==> src/rtl/ysyx_22050598_cache_miss_ctrl_pkg.sv <==
// Shared types and constants for the cache lookup/miss controller.
// State encoding, way width and a lowest-set-bit helper.
package ysyx_22050598_cache_miss_ctrl_pkg;

  localparam int WAYS  = 4;
  localparam int WAY_W = 2;

  localparam int DEF_IDX_W = 6;
  localparam int DEF_TAG_W = 21;
  localparam int DEF_OFF_W = 5;
  localparam int DEF_BEATS = 4;

  typedef logic [WAY_W-1:0] way_t;

  typedef enum logic [2:0] {
    IDLE    = 3'd0,
    LOOKUP  = 3'd1,
    WB_REQ  = 3'd2,
    WB_WAIT = 3'd3,
    RF_REQ  = 3'd4,
    RF_DATA = 3'd5,
    DONE    = 3'd6
  } state_t;

  function automatic way_t first_one(
    input logic [WAYS-1:0] v
  );
    way_t w;
    w = '0;
    priority case (1'b1)
      v[0]:    w = 2'd0;
      v[1]:    w = 2'd1;
      v[2]:    w = 2'd2;
      v[3]:    w = 2'd3;
      default: w = 2'd0;
    endcase
    return w;
  endfunction

endpackage

==> src/rtl/ysyx_22050598_cache_miss_ctrl_if.sv <==
// Bus bundle between the miss controller and tag/LRU/memory side.
// master: the controller; slave: the surrounding cache.
interface ysyx_22050598_cache_miss_ctrl_if
  import ysyx_22050598_cache_miss_ctrl_pkg::*;
#(
  parameter int IDX_W = DEF_IDX_W,
  parameter int TAG_W = DEF_TAG_W,
  parameter int OFF_W = DEF_OFF_W,
  parameter int BEATS = DEF_BEATS,
  parameter int ADDR_W = TAG_W + IDX_W + OFF_W,
  parameter int CNT_W = $clog2(BEATS)
);

  logic              req_valid_i;
  logic              req_ready_o;
  logic [IDX_W-1:0]  req_index_i;
  logic [TAG_W-1:0]  req_tag_i;
  logic [WAYS-1:0]   tag_hit_i;
  logic [WAYS-1:0]   way_valid_i;
  logic [WAYS-1:0]   way_dirty_i;
  logic [WAYS*TAG_W-1:0] way_tag_i;
  way_t              lru_victim_i;
  logic [IDX_W-1:0]  lru_set_o;
  logic              lru_wen_o;
  way_t              lru_way_o;
  logic              wb_valid_o;
  logic              wb_ready_i;
  logic              wb_done_i;
  logic [ADDR_W-1:0] wb_addr_o;
  logic              rf_valid_o;
  logic              rf_ready_i;
  logic              rf_dvalid_i;
  logic [ADDR_W-1:0] rf_addr_o;
  logic              refill_we_o;
  logic [CNT_W-1:0]  refill_beat_o;
  logic              tag_we_o;
  logic              resp_valid_o;
  logic              resp_hit_o;
  way_t              resp_way_o;

  modport master (
    input  req_valid_i, req_index_i, req_tag_i,
    input  tag_hit_i, way_valid_i, way_dirty_i,
    input  way_tag_i, lru_victim_i,
    input  wb_ready_i, wb_done_i,
    input  rf_ready_i, rf_dvalid_i,
    output req_ready_o, lru_set_o, lru_wen_o,
    output lru_way_o, wb_valid_o, wb_addr_o,
    output rf_valid_o, rf_addr_o,
    output refill_we_o, refill_beat_o,
    output tag_we_o, resp_valid_o,
    output resp_hit_o, resp_way_o
  );

  modport slave (
    output req_valid_i, req_index_i, req_tag_i,
    output tag_hit_i, way_valid_i, way_dirty_i,
    output way_tag_i, lru_victim_i,
    output wb_ready_i, wb_done_i,
    output rf_ready_i, rf_dvalid_i,
    input  req_ready_o, lru_set_o, lru_wen_o,
    input  lru_way_o, wb_valid_o, wb_addr_o,
    input  rf_valid_o, rf_addr_o,
    input  refill_we_o, refill_beat_o,
    input  tag_we_o, resp_valid_o,
    input  resp_hit_o, resp_way_o
  );

endinterface

==> src/rtl/ysyx_22050598_cache_victim_sel.sv <==
// Combinational way picker: hit way, else first invalid way,
// else the LRU victim.
module ysyx_22050598_cache_victim_sel
  import ysyx_22050598_cache_miss_ctrl_pkg::*;
(
  input  logic [WAYS-1:0] tag_hit,
  input  logic [WAYS-1:0] way_valid,
  input  way_t            lru_victim,
  output logic            hit,
  output way_t            hit_way,
  output way_t            victim
);

  logic [WAYS-1:0] hits;

  assign hits    = tag_hit & way_valid;
  assign hit     = |hits;
  assign hit_way = first_one(hits);
  assign victim  = (&way_valid) ? lru_victim
                                : first_one(~way_valid);

endmodule

==> src/rtl/ysyx_22050598_cache_miss_ctrl.sv <==
// Lookup/miss controller for the 4-way set-associative cache:
// promote on hit, writeback + refill + tag write on miss.
module ysyx_22050598_cache_miss_ctrl
  import ysyx_22050598_cache_miss_ctrl_pkg::*;
#(
  parameter int IDX_W = DEF_IDX_W,
  parameter int TAG_W = DEF_TAG_W,
  parameter int OFF_W = DEF_OFF_W,
  parameter int BEATS = DEF_BEATS
)(
  input logic clk,
  input logic rst,
  ysyx_22050598_cache_miss_ctrl_if.master bus
);

  localparam int CNT_W = $clog2(BEATS);

  state_t state, next;

  logic [IDX_W-1:0] idx_q;
  logic [TAG_W-1:0] tag_q;
  way_t             vic_q;
  logic [TAG_W-1:0] vic_tag_q;
  logic [CNT_W-1:0] cnt_q;

  logic hit;
  way_t hit_way;
  way_t victim;
  logic vic_dirty;
  logic [TAG_W-1:0] tags [WAYS];

  ysyx_22050598_cache_victim_sel u_sel (
    .tag_hit    (bus.tag_hit_i),
    .way_valid  (bus.way_valid_i),
    .lru_victim (bus.lru_victim_i),
    .hit        (hit),
    .hit_way    (hit_way),
    .victim     (victim)
  );

  always_comb begin
    for (int w = 0; w < WAYS; w++)
      tags[w] = bus.way_tag_i[w*TAG_W +: TAG_W];
  end

  assign vic_dirty = bus.way_valid_i[victim]
                   & bus.way_dirty_i[victim];

  always_ff @(posedge clk or negedge rst) begin
    if (!rst) state <= IDLE;
    else      state <= next;
  end

  always_comb begin
    next = state;
    unique case (state)
      IDLE:
        if (bus.req_valid_i) next = LOOKUP;
      LOOKUP:
        if (hit)            next = IDLE;
        else if (vic_dirty) next = WB_REQ;
        else                next = RF_REQ;
      WB_REQ:
        if (bus.wb_ready_i)
          next = bus.wb_done_i ? RF_REQ : WB_WAIT;
      WB_WAIT:
        if (bus.wb_done_i) next = RF_REQ;
      RF_REQ:
        if (bus.rf_ready_i) next = RF_DATA;
      RF_DATA:
        if (bus.rf_dvalid_i
            && cnt_q == CNT_W'(BEATS-1))
          next = DONE;
      DONE:
        next = IDLE;
      default:
        next = IDLE;
    endcase
  end

  // Request and victim latches plus beat counter.
  always_ff @(posedge clk or negedge rst) begin
    if (!rst) begin
      idx_q     <= '0;
      tag_q     <= '0;
      vic_q     <= '0;
      vic_tag_q <= '0;
      cnt_q     <= '0;
    end else begin
      if (state == IDLE && bus.req_valid_i) begin
        idx_q <= bus.req_index_i;
        tag_q <= bus.req_tag_i;
      end
      if (state == LOOKUP && !hit) begin
        vic_q     <= victim;
        vic_tag_q <= tags[victim];
      end
      if (state == RF_REQ)
        cnt_q <= '0;
      else if (state == RF_DATA && bus.rf_dvalid_i)
        cnt_q <= cnt_q + 1'b1;
    end
  end

  logic lk_hit;
  logic done;

  assign lk_hit = (state == LOOKUP) && hit;
  assign done   = (state == DONE);

  always_comb begin
    bus.req_ready_o   = (state == IDLE);
    bus.lru_set_o     = idx_q;
    bus.lru_wen_o     = lk_hit | done;
    bus.lru_way_o     = '0;
    bus.resp_way_o    = '0;
    bus.resp_valid_o  = lk_hit | done;
    bus.resp_hit_o    = lk_hit;
    bus.tag_we_o      = done;
    bus.wb_valid_o    = (state == WB_REQ);
    bus.wb_addr_o     = {vic_tag_q, idx_q, OFF_W'(0)};
    bus.rf_valid_o    = (state == RF_REQ);
    bus.rf_addr_o     = {tag_q, idx_q, OFF_W'(0)};
    bus.refill_we_o   = (state == RF_DATA)
                      & bus.rf_dvalid_i;
    bus.refill_beat_o = cnt_q;
    if (lk_hit) begin
      bus.lru_way_o  = hit_way;
      bus.resp_way_o = hit_way;
    end else if (done) begin
      bus.lru_way_o  = vic_q;
      bus.resp_way_o = vic_q;
    end
  end

endmodule
==> src/flat_wrapper.sv <==
// flat-port wrapper written by rule: the top's interface ports become plain ports
module ysyx_22050598_cache_miss_ctrl_flat import ysyx_22050598_cache_miss_ctrl_pkg::*;
#(
  parameter int IDX_W = DEF_IDX_W,
  parameter int TAG_W = DEF_TAG_W,
  parameter int OFF_W = DEF_OFF_W,
  parameter int BEATS = DEF_BEATS
)
  (clk, rst, bus_req_valid_i, bus_req_index_i, bus_req_tag_i, bus_tag_hit_i, bus_way_valid_i, bus_way_dirty_i, bus_way_tag_i, bus_lru_victim_i, bus_wb_ready_i, bus_wb_done_i, bus_rf_ready_i, bus_rf_dvalid_i, bus_req_ready_o, bus_lru_set_o, bus_lru_wen_o, bus_lru_way_o, bus_wb_valid_o, bus_wb_addr_o, bus_rf_valid_o, bus_rf_addr_o, bus_refill_we_o, bus_refill_beat_o, bus_tag_we_o, bus_resp_valid_o, bus_resp_hit_o, bus_resp_way_o);
  ysyx_22050598_cache_miss_ctrl_if #(.IDX_W(IDX_W), .TAG_W(TAG_W), .OFF_W(OFF_W), .BEATS(BEATS)) bus_i ();
  input logic clk;
  input logic rst;
  input wire logic [$bits(bus_i.req_valid_i)-1:0] bus_req_valid_i;
  input wire logic [$bits(bus_i.req_index_i)-1:0] bus_req_index_i;
  input wire logic [$bits(bus_i.req_tag_i)-1:0] bus_req_tag_i;
  input wire logic [$bits(bus_i.tag_hit_i)-1:0] bus_tag_hit_i;
  input wire logic [$bits(bus_i.way_valid_i)-1:0] bus_way_valid_i;
  input wire logic [$bits(bus_i.way_dirty_i)-1:0] bus_way_dirty_i;
  input wire logic [$bits(bus_i.way_tag_i)-1:0] bus_way_tag_i;
  input wire logic [$bits(bus_i.lru_victim_i)-1:0] bus_lru_victim_i;
  input wire logic [$bits(bus_i.wb_ready_i)-1:0] bus_wb_ready_i;
  input wire logic [$bits(bus_i.wb_done_i)-1:0] bus_wb_done_i;
  input wire logic [$bits(bus_i.rf_ready_i)-1:0] bus_rf_ready_i;
  input wire logic [$bits(bus_i.rf_dvalid_i)-1:0] bus_rf_dvalid_i;
  output wire logic [$bits(bus_i.req_ready_o)-1:0] bus_req_ready_o;
  output wire logic [$bits(bus_i.lru_set_o)-1:0] bus_lru_set_o;
  output wire logic [$bits(bus_i.lru_wen_o)-1:0] bus_lru_wen_o;
  output wire logic [$bits(bus_i.lru_way_o)-1:0] bus_lru_way_o;
  output wire logic [$bits(bus_i.wb_valid_o)-1:0] bus_wb_valid_o;
  output wire logic [$bits(bus_i.wb_addr_o)-1:0] bus_wb_addr_o;
  output wire logic [$bits(bus_i.rf_valid_o)-1:0] bus_rf_valid_o;
  output wire logic [$bits(bus_i.rf_addr_o)-1:0] bus_rf_addr_o;
  output wire logic [$bits(bus_i.refill_we_o)-1:0] bus_refill_we_o;
  output wire logic [$bits(bus_i.refill_beat_o)-1:0] bus_refill_beat_o;
  output wire logic [$bits(bus_i.tag_we_o)-1:0] bus_tag_we_o;
  output wire logic [$bits(bus_i.resp_valid_o)-1:0] bus_resp_valid_o;
  output wire logic [$bits(bus_i.resp_hit_o)-1:0] bus_resp_hit_o;
  output wire logic [$bits(bus_i.resp_way_o)-1:0] bus_resp_way_o;
  assign bus_i.req_valid_i = bus_req_valid_i;
  assign bus_i.req_index_i = bus_req_index_i;
  assign bus_i.req_tag_i = bus_req_tag_i;
  assign bus_i.tag_hit_i = bus_tag_hit_i;
  assign bus_i.way_valid_i = bus_way_valid_i;
  assign bus_i.way_dirty_i = bus_way_dirty_i;
  assign bus_i.way_tag_i = bus_way_tag_i;
  assign bus_i.lru_victim_i = bus_lru_victim_i;
  assign bus_i.wb_ready_i = bus_wb_ready_i;
  assign bus_i.wb_done_i = bus_wb_done_i;
  assign bus_i.rf_ready_i = bus_rf_ready_i;
  assign bus_i.rf_dvalid_i = bus_rf_dvalid_i;
  assign bus_req_ready_o = bus_i.req_ready_o;
  assign bus_lru_set_o = bus_i.lru_set_o;
  assign bus_lru_wen_o = bus_i.lru_wen_o;
  assign bus_lru_way_o = bus_i.lru_way_o;
  assign bus_wb_valid_o = bus_i.wb_valid_o;
  assign bus_wb_addr_o = bus_i.wb_addr_o;
  assign bus_rf_valid_o = bus_i.rf_valid_o;
  assign bus_rf_addr_o = bus_i.rf_addr_o;
  assign bus_refill_we_o = bus_i.refill_we_o;
  assign bus_refill_beat_o = bus_i.refill_beat_o;
  assign bus_tag_we_o = bus_i.tag_we_o;
  assign bus_resp_valid_o = bus_i.resp_valid_o;
  assign bus_resp_hit_o = bus_i.resp_hit_o;
  assign bus_resp_way_o = bus_i.resp_way_o;
  ysyx_22050598_cache_miss_ctrl #(.IDX_W(IDX_W), .TAG_W(TAG_W), .OFF_W(OFF_W), .BEATS(BEATS)) u_core (.clk(clk), .rst(rst), .bus(bus_i));
endmodule
==> config.mk <==
export PLATFORM = sky130hd
export DESIGN_NAME = ysyx_22050598_cache_miss_ctrl_flat
export DESIGN_NICKNAME = d
export VERILOG_FILES = /design/src/rtl/ysyx_22050598_cache_miss_ctrl_pkg.sv /design/src/rtl/ysyx_22050598_cache_miss_ctrl_if.sv /design/src/rtl/ysyx_22050598_cache_victim_sel.sv /design/src/rtl/ysyx_22050598_cache_miss_ctrl.sv /design/src/flat_wrapper.sv
export SDC_FILE = /design/constraint.sdc
export NUM_CORES = 1
export LEC_CHECK = 0
export ABC_AREA = 1
export CORE_AREA = 2 2 136 105
export CTS_CLUSTER_DIAMETER = 200
export CTS_CLUSTER_SIZE = 24
export DETAILED_ROUTE_END_ITERATION = 10
export DIE_AREA = 0 0 138 107
export GPL_ROUTABILITY_DRIVEN = 0
export MAX_ROUTING_LAYER = met4
export PLACE_DENSITY_LB_ADDON = 0.1
export SYNTH_ARGS = -nofsm -noshare
export SYNTH_HDL_FRONTEND = slang
export SYNTH_HIERARCHICAL = 1
export SYNTH_SLANG_ARGS = --single-unit
==> constraint.sdc <==
create_clock -name clk -period 1.8 [get_ports clk]
set_input_delay 0.54 -clock clk [delete_from_list [all_inputs] [get_ports clk]]
set_output_delay 0.54 -clock clk [all_outputs]
set_load 0.01 [all_outputs]
==> flow_summary.html, run 1 <==
<table>
<tr><th>Metric</th><th>Value</th></tr>
<tr><th colspan="2">Routing</th></tr>
<tr><td>Met3 layer wire length in the routed design</td><td>around 800 µm</td></tr>
<tr><td>DR top layer</td><td>met4</td></tr>
<tr><td>Violation count after the first detailed-route iteration</td><td>around 140</td></tr>
<tr><td>Vias post-DR</td><td>around 3,800</td></tr>
<tr><td>Wire length per cell</td><td>approximately 15 µm</td></tr>
<tr><td>Remaining design rule violation count</td><td>0</td></tr>
<tr><td>Via density</td><td>approximately 4.4</td></tr>
<tr><td>Detailed-route wire length on metal 1</td><td>between 5000 and 6000 µm</td></tr>
<tr><td>Routed Antenna Nets</td><td>0</td></tr>
<tr><td>Wire length after detailed routing</td><td>between 10,000 and 15,000 µm</td></tr>
<tr><td>Number of detailed-routing iterations run before antenna repair</td><td>4</td></tr>
<tr><td>Met2 WL</td><td>approximately 6400 µm</td></tr>
<tr><th colspan="2">Synth</th></tr>
<tr><td>Commonest cells in the netlist</td><td>130 x nand2_1, 80 x nor2_1, 55 x dfrtp_1</td></tr>
<tr><td>Mapped cell area</td><td>roughly 3300 µm²</td></tr>
<tr><td>Most used DFF post-synth</td><td>dfrtp_1</td></tr>
<tr><td>Yosys warning total</td><td>6</td></tr>
<tr><td>FFs w/ async S/R, synth</td><td>1.000</td></tr>
<tr><td>Share of the synthesized area in the top cell type</td><td>0.4179</td></tr>
<tr><td>Sequential share of the synthesized area</td><td>0.4179</td></tr>
<tr><td>Complex-gate fraction of the synthesized area</td><td>0.1231</td></tr>
<tr><td>Dominant combinational cell family by area after synthesis</td><td>simple AND/OR/NAND/NOR gates</td></tr>
<tr><td>Number of instances in the synthesized netlist</td><td>between 400 and 500</td></tr>
<tr><td>Area share of and/or/nand/nor cells after synthesis</td><td>0.3210</td></tr>
<tr><td>Cell type contributing the most total cell area after synthesis</td><td>dfrtp_1</td></tr>
<tr><td>Count of state elements after synthesis</td><td>between 50 and 60</td></tr>
<tr><td>Main area contributors after synthesis</td><td>dfrtp_1 42%, nand2_1 15%, nor2_1 9.1%</td></tr>
<tr><td>Syn avg cell area</td><td>approximately 7 µm²</td></tr>
<tr><td>Adder and majority cell fraction of the synthesized area</td><td>0.003799</td></tr>
<tr><td>Count leader, synth</td><td>nand2_1</td></tr>
<tr><td>Mux cell area share after synthesis</td><td>0</td></tr>
<tr><td>Count of different cell masters after synthesis</td><td>25</td></tr>
<tr><td>Number of flops mapped to enable cells by yosys</td><td>0</td></tr>
<tr><td>Post-Synth XOR/XNOR Area</td><td>0</td></tr>
<tr><th colspan="2">Worst setup path</th></tr>
<tr><td>Top cell by count, worst path</td><td>nand2_2</td></tr>
<tr><td>Data arrival at the endpoint of the critical path</td><td>between 1 and 1.5 ns</td></tr>
<tr><td>CP max-delay cell</td><td>dlygate4sd2_1</td></tr>
<tr><td>Top fanout value on the critical path</td><td>2</td></tr>
<tr><td>Slowest stage delay, CP</td><td>~0.24 ns</td></tr>
<tr><td>Cell chain of the critical path</td><td>dlygate4sd2_1 &gt; nand2_2 &gt; buf_6 &gt; inv_1 &gt; a21oi_2 &gt; nand2_2 &gt; nand2_2 &gt; buf_6</td></tr>
<tr><td>Worst setup EP type</td><td>output port</td></tr>
<tr><td>Critical register-to-register path startpoint</td><td>u_core/state[0]$_DFFE_PN0P_</td></tr>
<tr><td>Critical path start-end classification</td><td>in -&gt; out</td></tr>
<tr><td>Cell family with the largest share of critical-path delay</td><td>buffers and inverters</td></tr>
<tr><td>CP Launch Point</td><td>bus_tag_hit_i[0]</td></tr>
<tr><td>Startpoint Class</td><td>input port</td></tr>
<tr><td>Total buffers and inverters traversed by the critical path</td><td>4</td></tr>
<tr><td>CP Data Required Time</td><td>between 1 and 1.5 ns</td></tr>
<tr><th colspan="2">Power</th></tr>
<tr><td>Power share of the combinational group</td><td>0.575</td></tr>
<tr><td>Leakage component of the power</td><td>between 3 and 4 nW</td></tr>
<tr><td>Switching power</td><td>approximately 2.8 mW</td></tr>
<tr><td>Power density cells</td><td>~1200 nW/µm²</td></tr>
<tr><td>Clock group share of total power</td><td>0.133</td></tr>
<tr><td>Register share of total power</td><td>0.291</td></tr>
<tr><td>Worst supply voltage drop on vdd</td><td>about 0.6 mV</td></tr>
<tr><td>Internal power</td><td>around 4.7 mW</td></tr>
<tr><td>Sw Ratio</td><td>0.3738</td></tr>
<tr><th colspan="2">Clocking</th></tr>
<tr><td>Insertion delay of the later-clocked pin in the worst-skew pair</td><td>0.29 ns</td></tr>
<tr><td>Clock transition at the registers of the reported paths</td><td>0.08 ns</td></tr>
<tr><td>Htree depth</td><td>2</td></tr>
<tr><td>CTS Hold Buffers Added</td><td>0</td></tr>
<tr><td>TritonCTS Buffers</td><td>5</td></tr>
<tr><td>Sink Count</td><td>55</td></tr>
<tr><td>Maximum number of buffers from clock root to sink</td><td>2</td></tr>
<tr><td>CTS tree</td><td>yes</td></tr>
<tr><td>Cell at the root of the clock tree</td><td>clkbuf_16</td></tr>
<tr><th colspan="2">GRT</th></tr>
<tr><td>Number of global-route vias before repair</td><td>3,955</td></tr>
<tr><td>Number of antenna violations at the first check in global routing</td><td>0</td></tr>
<tr><td>Total grt overflow</td><td>0</td></tr>
<tr><td>Overall Global Routing Usage</td><td>0.1708</td></tr>
<tr><td>Pin count of the biggest net entering global routing</td><td>56</td></tr>
<tr><td>Global-route wire length before repair</td><td>about 20,000 µm</td></tr>
<tr><th colspan="2">Finish</th></tr>
<tr><td>Footprint of the flip-flops and latches</td><td>1379 µm²</td></tr>
<tr><td>Number of antenna diodes</td><td>0</td></tr>
<tr><td>Fraction of layout cells with a size suffix above 1</td><td>0.1897</td></tr>
<tr><td>Final nets</td><td>a little over 800</td></tr>
<tr><td>Syn-to-layout area delta</td><td>88.49%</td></tr>
<tr><td>Util after Layout</td><td>0.4623</td></tr>
<tr><td>Area occupied by multi-input gates</td><td>approximately 1600 µm²</td></tr>
<tr><td># fillers</td><td>around 1,300</td></tr>
<tr><th colspan="2">Min path</th></tr>
<tr><td>Class of the worst hold path</td><td>in -&gt; async</td></tr>
<tr><th colspan="2">Outcome</th></tr>
<tr><td>Status</td><td>complete, but fails checks</td></tr>
<tr><td>Failing checks</td><td>setup timing</td></tr>
<tr><th colspan="2">Die</th></tr>
<tr><td>Floorplan die width</td><td>~140 µm</td></tr>
<tr><td>Effective utilization at floorplan</td><td>0.2453</td></tr>
<tr><td>I/O pin total</td><td>around 220</td></tr>
<tr><td>Die Y</td><td>roughly 110 µm</td></tr>
<tr><td>Number of cell rows</td><td>37</td></tr>
<tr><td>Die ar.</td><td>14,770 µm²</td></tr>
<tr><td>Area of the core region</td><td>between 10,000 and 15,000 µm²</td></tr>
<tr><th colspan="2">STA</th></tr>
<tr><td>Final cycle utilization of the critical path</td><td>1.060</td></tr>
<tr><td>Worst path setup slack after routing</td><td>-0.1085 ns</td></tr>
<tr><td>RSZ-0062 raised after global routing</td><td>yes</td></tr>
<tr><td>Skew final</td><td>between 0.003 and 0.004 ns</td></tr>
<tr><td>Final Hold Vio Count</td><td>0</td></tr>
<tr><td>Total of endpoints with negative setup slack in the final report</td><td>9</td></tr>
<tr><td>Shortest period the worst path allows</td><td>between 1.5 and 2 ns</td></tr>
<tr><td>Number of max-slew violations in the final report</td><td>0</td></tr>
<tr><td>Sum of negative setup slack</td><td>-0.5608 ns</td></tr>
<tr><td>Timing-limited maximum frequency</td><td>524.0 MHz</td></tr>
<tr><th colspan="2">Place</th></tr>
<tr><td>Count of input and output buffers</td><td>slightly above 200</td></tr>
<tr><td>Setup Slack @ Placement</td><td>-0.9142 ns</td></tr>
<tr><td>Detailed-placement wirelength estimate</td><td>9026 µm</td></tr>
<tr><th colspan="2">Run</th></tr>
<tr><td>Number of max-cap violations</td><td>0</td></tr>
</table>
==> cells by family (layout without fill, tap and decap cells) <==
group	Yosys count	after routing
buffers and inverters	72	298
DFF	55	55
other	1	10
and+or+nand+nor	257	257
adders and majority gates	1	1
AOI/OAI and AO/OA	75	75
==> flip-flops by register name, summed over array words and instances (netlist names) <==
register / cells
u_core/bus.lru_set_o: 6
u_core/bus.refill_beat_o: 2
u_core/state: 3
u_core/tag_q: 21
u_core/vic_q: 2
u_core/vic_tag_q: 21
==> per-stage QoR <==
stage | area [µm²] | total power, mW | hold WS (ns) | cells
floorplan | 3348 | 4.117 | 0.2444 | 470
global route | 6207 | 8.086 | 0.2467 | 871
CTS | 5964 | 7.495 | 0.2593 | 860
detailed placement | 5622 | 6.215 | 0.4584 | 834
finish | 6207 | 7.524 | 0.2251 | 871
global placement | 5622 | 6.174 | 0.4540 | 834
==> layer usage <==
metal  up-vias  GRT usage
met5         -          -
met4         0    0.04810
met3        14    0.04690
met2       127     0.3037
met1      1744     0.1901
li1       1930          -
==> what timing repair did <==
action / 4_1_cts / 5_1_grt
endpoints found under the setup margin: 37 / 90
gates resized for setup: 99 / 59
gates cloned: 2 / 4
pin swaps: 11 / 12
buffers inserted: 17 / 9
==> power groups by stage <==
stage	Sequential, mW	Combinational [mW]	Clock [mW]
after floorplan	2.41	1.71	0
after global placement	2.18	3.99	0
after detailed placement	2.21	4.00	0
after CTS	2.20	4.25	1.05
after global routing	2.28	4.72	1.09
final	2.19	4.33	1.00
==> path summary, 6_finish.rpt <==
kind / endpoint / slack [ns] / depth (start not counted)
max: bus_lru_way_o[0] / -0.11 / 8
min: u_core/vic_tag_q[11]$_DFFE_PN0P_ / 0.23 / 2
max reg2reg: u_core/tag_q[2]$_DFFE_PN0P_ / 0.18 / 9
min reg2reg: u_core/tag_q[5]$_DFFE_PN0P_ / 0.47 / 2
max in group asynchronous: u_core/state[0]$_DFFE_PN0P_ / 1.26 / 2
min in group clk: u_core/tag_q[5]$_DFFE_PN0P_ / 0.47 / 2
==> layout make-up <==
class | count | share of cell area
repair buffers | 270 | 0.4445
multi-input cells | 343 | 0.2598
clock buffers | 5 | 0.02016
well taps | 175 | 0.03528
inverters | 20 | 0.01411
clock inverters | 3 | 0.004031
flip-flops and latches | 55 | 0.2221
==> worst reg2reg max path, delay by kind of cell (launching register included) <==
family | cells | cell delay (ns)
buf+inv | 4 | 0.62
flops | 1 | 0.46
simple gates | 5 | 0.45
==> layout by cell type (no fill, tap or decap), drive strengths merged <==
| master | instances |
|---|---|
| nand4 | 1 |
| a21oi | 3 |
| inv | 20 |
| clkinvlp | 1 |
| o22ai | 12 |
| nand3 | 40 |
| clkinv | 2 |
| ha | 1 |
| clkbuf | 9 |
| dlymetal6s2s | 25 |
| clkdlybuf4s50 | 157 |
| nand3b | 1 |
| o21ai | 51 |
| nand2 | 131 |
| a31oi | 9 |
| buf | 80 |
| nor3 | 1 |
| nor2 | 83 |
| dlygate4sd2 | 4 |
| conb | 10 |
| dfrtp | 55 |
No activity file was read; power rests on OpenSTA's default activity.
==> run 2: changes to the inputs <==
--- a/config.mk
+++ b/config.mk
@@ -6,6 +6,7 @@
 export NUM_CORES = 1
 export LEC_CHECK = 0
 export ABC_AREA = 1
+export CAP_MARGIN = 20
 export CORE_AREA = 2 2 136 105
 export CTS_CLUSTER_DIAMETER = 200
 export CTS_CLUSTER_SIZE = 24
==> results of run 2 <==
The final DEF is identical to that of run 1; final timing and power are the same.
